## src/rtl/spike_row_encoder_pkg.sv

```systemverilog
// Shared event-path types: coordinate bundle, packing, encoder states.
// Packing {x,y} matches the unpack used by capture_event.
package spike_row_encoder_pkg;

  localparam int DEFAULT_COORD_BITS = 8;
  localparam int DEFAULT_IMG_WIDTH  = 16;
  localparam int DEFAULT_IMG_HEIGHT = 16;

  typedef struct packed {
    logic [DEFAULT_COORD_BITS-1:0] x;
    logic [DEFAULT_COORD_BITS-1:0] y;
  } vec2_t;

  typedef enum logic {
    IDLE = 1'b0,
    SCAN = 1'b1
  } spike_enc_state_t;

  function automatic logic [2*DEFAULT_COORD_BITS-1:0]
    pack_coordinates(input vec2_t v);
    return {v.x, v.y};
  endfunction

endpackage

```

## src/rtl/spike_row_encoder_ffs.sv

```systemverilog
// Combinational lowest-set-bit encoder.
// Scans from MSB down so the last hit wins, leaving the lowest index.
module find_first_set #(
  parameter int WIDTH = 16,
  localparam int IW = (WIDTH > 1) ? $clog2(WIDTH) : 1
) (
  input  logic [WIDTH-1:0] i_vec,
  output logic [IW-1:0]    o_index,
  output logic             o_found
);

  always_comb begin
    o_index = '0;
    o_found = 1'b0;
    for (int i = WIDTH - 1; i >= 0; i--) begin
      if (i_vec[i]) begin
        o_index = IW'(i);
        o_found = 1'b1;
      end
    end
  end

endmodule

```

## src/rtl/spike_row_encoder.sv

```systemverilog
// Serialises a row spike bitmap into packed {x,y} FIFO writes,
// lowest x first, one per cycle, stalling on fifo_full or !enable.
module spike_row_encoder
  import spike_row_encoder_pkg::*;
#(
  parameter int COORD_BITS = DEFAULT_COORD_BITS,
  parameter int DATA_WIDTH = 2 * COORD_BITS,
  parameter int IMG_WIDTH  = DEFAULT_IMG_WIDTH,
  parameter int IMG_HEIGHT = DEFAULT_IMG_HEIGHT,
  parameter int COUNT_BITS = 16
) (
  input  logic                  clk,
  input  logic                  reset,
  input  logic                  enable,
  output logic                  active,
  output logic                  ready,
  input  logic                  row_valid,
  output logic                  row_ready,
  input  logic [COORD_BITS-1:0] row_y,
  input  logic [IMG_WIDTH-1:0]  row_spikes,
  output logic                  fifo_write_en,
  output logic [DATA_WIDTH-1:0] fifo_write_data,
  input  logic                  fifo_full,
  output logic [COUNT_BITS-1:0] event_count,
  output logic                  row_error
);

  localparam int IW = (IMG_WIDTH > 1) ? $clog2(IMG_WIDTH) : 1;

  if (IMG_WIDTH > 2**COORD_BITS) begin : g_bad_width
    $error("IMG_WIDTH exceeds the x coordinate range");
  end
  if (DATA_WIDTH != 2 * COORD_BITS) begin : g_bad_data
    $error("DATA_WIDTH must equal 2*COORD_BITS");
  end

  spike_enc_state_t      r_state, w_state_n;
  logic [IMG_WIDTH-1:0]  r_mask, w_mask_n;
  logic [COORD_BITS-1:0] r_y, w_y_n;
  logic                  r_wen, w_wen_n;
  logic [DATA_WIDTH-1:0] r_data, w_data_n;
  logic [COUNT_BITS-1:0] r_cnt, w_cnt_n;
  logic                  r_err, w_err_n;

  logic [IW-1:0]         w_idx;
  logic                  w_found;
  logic                  w_idle_en;
  logic                  w_accept;
  logic [IMG_WIDTH-1:0]  w_onehot;

  find_first_set #(.WIDTH(IMG_WIDTH)) u_ffs (
    .i_vec   (r_mask),
    .o_index (w_idx),
    .o_found (w_found)
  );

  assign w_idle_en = (r_state == IDLE) && enable;
  assign w_accept  = row_valid && w_idle_en;
  assign w_onehot  = IMG_WIDTH'(1) << w_idx;

  always_comb begin
    w_state_n = r_state;
    w_mask_n  = r_mask;
    w_y_n     = r_y;
    w_wen_n   = 1'b0;
    w_data_n  = r_data;
    w_cnt_n   = r_cnt;
    w_err_n   = 1'b0;
    unique case (r_state)
      IDLE: begin
        if (w_accept) begin
          if (32'(row_y) >= 32'(IMG_HEIGHT)) begin
            w_err_n = 1'b1;
          end else if (row_spikes != '0) begin
            w_mask_n  = row_spikes;
            w_y_n     = row_y;
            w_state_n = SCAN;
          end
        end
      end
      SCAN: begin
        if (enable && !fifo_full && w_found) begin
          w_wen_n  = 1'b1;
          w_data_n = DATA_WIDTH'({COORD_BITS'(w_idx), r_y});
          w_mask_n = r_mask & ~w_onehot;
          w_cnt_n  = r_cnt + COUNT_BITS'(1);
          if (w_mask_n == '0) w_state_n = IDLE;
        end
      end
      default: w_state_n = IDLE;
    endcase
  end

  always_ff @(posedge clk) begin
    if (reset) begin
      r_state <= IDLE;
      r_mask  <= '0;
      r_y     <= '0;
      r_wen   <= 1'b0;
      r_data  <= '0;
      r_cnt   <= '0;
      r_err   <= 1'b0;
    end else begin
      r_state <= w_state_n;
      r_mask  <= w_mask_n;
      r_y     <= w_y_n;
      r_wen   <= w_wen_n;
      r_data  <= w_data_n;
      r_cnt   <= w_cnt_n;
      r_err   <= w_err_n;
    end
  end

  assign active          = (r_state == SCAN);
  assign ready           = w_idle_en;
  assign row_ready       = w_idle_en;
  assign fifo_write_en   = r_wen;
  assign fifo_write_data = r_data;
  assign event_count     = r_cnt;
  assign row_error       = r_err;

endmodule

```

## config.mk

```make
export PLATFORM = sky130hd
export DESIGN_NAME = spike_row_encoder
export DESIGN_NICKNAME = d
export VERILOG_FILES = /design/src/rtl/spike_row_encoder_pkg.sv /design/src/rtl/spike_row_encoder_ffs.sv /design/src/rtl/spike_row_encoder.sv
export SDC_FILE = /design/constraint.sdc
export NUM_CORES = 1
export LEC_CHECK = 0
export BUFFER_PORTS_ARGS = -buffer_cell sky130_fd_sc_hd__buf_2
export CAP_MARGIN = 30
export CORE_MARGIN = 2
export CORE_UTILIZATION = 55
export CTS_CLUSTER_DIAMETER = 100
export DETAILED_ROUTE_END_ITERATION = 8
export GPL_TIMING_DRIVEN = 0
export PLACE_DENSITY = 0.86
export SETUP_SLACK_MARGIN = 0.3
export SKIP_LAST_GASP = 1
export SLEW_MARGIN = 20
export SYNTH_ARGS = -nofsm -noshare
export SYNTH_HDL_FRONTEND = slang
export SYNTH_SLANG_ARGS = --single-unit
```

## constraint.sdc

```tcl
create_clock -name clk -period 4.3 [get_ports clk]
set_clock_uncertainty 0.05 [all_clocks]
set_input_delay 0.43 -clock clk [delete_from_list [all_inputs] [get_ports clk]]
set_output_delay 0.43 -clock clk [all_outputs]
set_load 0.05 [all_outputs]
```

==> flow_summary.json <==
{
  "outcome": "completed",
  "initialDrtViolationCount": 279,
  "wire_per_inst_um": 15.6,
  "die_y_um": 75.3,
  "hpwlAfterDp_um": 5760,
  "cts_made_buffers": 5,
  "final_layout_size_suffix_gt1_share_pct": 22.5,
  "synth_xor_area_share_pct": 3.44,
  "place_congestion": 0.979,
  "clockBufferDepth": 2,
  "die_w_um": 75.3,
  "pin_count": 66,
  "async_flop_share_pct": 0,
  "worstSetupStartpointType": "register",
  "num_vias": 2771,
  "synth-simple-area-share_pct": 26.5,
  "cts_sinks": 55,
  "viasPerCell": 5.71,
  "ir_worst_vdd_v": 0.000217,
  "drv_slew": 0,
  "grt_usage_pct": 28.4,
  "synth_cells": 347,
  "slowest_delay_ps": 500,
  "tightestPinTransition_ps": 612,
  "clkLatencyLatePin_ps": 320,
  "grt_pass1_wl_um": 12300,
  "arrival_ps": 2690,
  "ys.flop_type": "dfxtp_1",
  "clock_tree.root_cell": "clkbuf_8",
  "slowest_stage": "dfxtp_1",
  "path_cells": "nor2_1 -> o31ai_1 -> a32oi_1 -> a211oi_4 -> a22oi_1 -> nor4_1 -> a41oi_1",
  "required_ps": 4450,
  "synth_compound_area_share_pct": 22.2,
  "setup_tns_ps": 0,
  "cp-endpoint": "active$_SDFF_PP0_",
  "setup_viol": 0,
  "timing.fmax_mhz": 394,
  "syn_area_um2": 2800,
  "ys_ff_latch": 55,
  "slew_headroom_pct": 59.0,
  "critPathLaunch": "r_mask[15]$_SDFFE_PP0P_",
  "seq_area_frac_synth_pct": 39.4,
  "grt_overflow": 0,
  "synthMuxAreaShare_pct": 1.79,
  "ys_warn_count": 0,
  "reg2reg_slack_ps": 1760,
  "r2r_end": "active$_SDFF_PP0_",
  "avgSynthCellArea_um2": 8.06,
  "hold_ws_ps": 296,
  "finalCritPeriodShare_pct": 59.1,
  "numPortBuffers": 60,
  "fp-row-count": 25,
  "synth_fa_ha_area_share_pct": 0.447,
  "grt_pass1_vias": 2545,
  "path_class": "reg2reg",
  "synth_cell_type_count": 56,
  "post_cts_buffers": 0,
  "maxCapViolCount": 0,
  "rsz0062_at_grt": "false",
  "synth_edf_count": 0,
  "hold_violations": 0,
  "min_path_type": "in2reg",
  "post_cts_resized": 0,
  "crit_path_end_kind": "register",
  "power_density_nw_per_um2": 273,
  "path_max_fanout": 7,
  "min_period_ps": 2540,
  "min_from": "row_spikes[4]",
  "hold_buffers": 0,
  "die-area_um2": 5670,
  "core-area_um2": 4820,
  "finalNetCount": 447,
  "p_leak_nw": 1.34,
  "initial_core_util_pct": 58.1,
  "drc": 0,
  "area_delta_synth_final_pct": 17.6,
  "insertedDiodeCount": 0,
  "synth_top_family_by_area": "simple AND/OR/NAND/NOR gates",
  "cts_tree": "yes",
  "fin_util_pct": 68.3,
  "antenna_found_initial": 0,
  "worstReg2RegStart": "r_mask[15]$_SDFFE_PP0P_",
  "h-tree-depth": 2,
  "firstDrtPassIters": 5,
  "path_clk_slew_ps": 110,
  "grt_start_max_net_pins": 20,
  "postRouteAntennaNets": 0,
  "reg2regPathDepth": 7,
  "wl_um": 7580
}
-- power by group --
part / switching, mW / leakage [nW] / internal [mW]
Clock: 0.187 / 0.0463 / 0.120
Combinational: 0.0518 / 0.846 / 0.0270
Sequential: 0.00266 / 0.443 / 0.511
-- worst min-delay path by stage --
stage | cells after the start | endpoint
2_1_floorplan | 2 | fifo_write_data[4]$_SDFFE_PP0P_
3_3_place_gp | 2 | fifo_write_data[5]$_SDFFE_PP0P_
3_5_place_dp | 1 | r_y[7]$_SDFFE_PP0P_
4_1_cts | 3 | r_mask[7]$_SDFFE_PP0P_
5_1_grt | 3 | r_mask[4]$_SDFFE_PP0P_
6_report | 3 | r_mask[4]$_SDFFE_PP0P_
-- logic make-up after synthesis --
group | Yosys count
XOR/XNOR | 11
flip-flops | 55
AO/OA/AOI/OAI | 98
buffers and inverters | 34
other | 1
AND/OR/NAND/NOR | 142
adder cells (fa/ha/maj) | 1
multiplexers | 5
-- cell usage in the layout, fill, tap and decap left out, types with 5 or more instances in the layout --
master,netlist,final
clkbuf_1,11,11
nand2_1,42,42
xor2_1,5,5
and2_1,6,6
dfxtp_1,55,55
nor4_1,10,10
nand4_1,5,5
or3_1,5,5
nor2_1,45,45
mux2i_1,5,5
a21oi_1,43,43
clkbuf_8,0,5
buf_4,5,5
inv_1,11,11
o21ai_1,17,17
and3_1,5,5
buf_2,3,63
o21ai_0,7,7
xnor2_1,6,6
-- area by class of cell --
cell class	count	area, µm²
clock buffer	5	68.8
tap	67	83.8
fill	415	1530
multi-input combinational	261	1540
inverter	12	45.0
timing repair buffer	60	300
buffer	22	128
clock inverter	3	27.5
sequential	55	1100
-- synthesized netlist by cell type (3+ instances only) --
cell type,instances,area (µm²)
nand2_1,42,158
and3_1,5,31.3
nand3_1,4,20.0
nor3_1,3,15.0
buf_2,3,15.0
xnor2_1,6,52.6
buf_4,5,37.5
inv_1,11,41.3
or3_1,5,31.3
nand4_1,5,31.3
a22oi_1,3,22.5
o21ai_1,17,85.1
nor4_1,10,62.6
buf_6,3,33.8
a41oi_1,3,26.3
xor2_1,5,43.8
dfxtp_1,55,1100
nor2_1,45,169
a31oi_1,4,25.0
clkbuf_1,11,41.3
mux2i_1,5,50.1
and2_1,6,37.5
a21oi_1,43,215
o21ai_0,7,35.0
-- per-stage QoR --
| stage | area [µm²] | std cells | total power [mW] | setup slack, ps |
|---|---|---|---|---|
| after global routing | 3290 | 485 | 0.930 | 1650 |
| final | 3290 | 485 | 0.899 | 1760 |
| after floorplan | 2810 | 350 | 0.575 | 1600 |
| after global placement | 3190 | 477 | 0.602 | 1810 |
| after CTS | 3290 | 485 | 0.903 | 1800 |
| after detailed placement | 3190 | 477 | 0.603 | 1820 |
-- flip-flops by register name, summed over array words and instances, names as in the netlist --
signal and flops:
r_y 8, row_error 1, fifo_write_data 12, active 1, event_count 16, r_mask 16
fifo_write_en 1
-- layer usage --
layer / vias to the layer above / GRT usage, % / share of wire (%)
met4: 0 / 5.85 / 1.6
met2: 125 / 45.8 / 46
met3: 17 / 6.75 / 8.8
met5: - / 0 / 0
met1: 1265 / 39.1 / 44
li1: 1364 / - / -
-- critical path: cells and delay by family (launching register included) --
kind | cells | cell delay [ps]
flops | 1 | 500
simple gates | 2 | 460
compound gates | 5 | 1400
(Power assumes the default switching activity.)
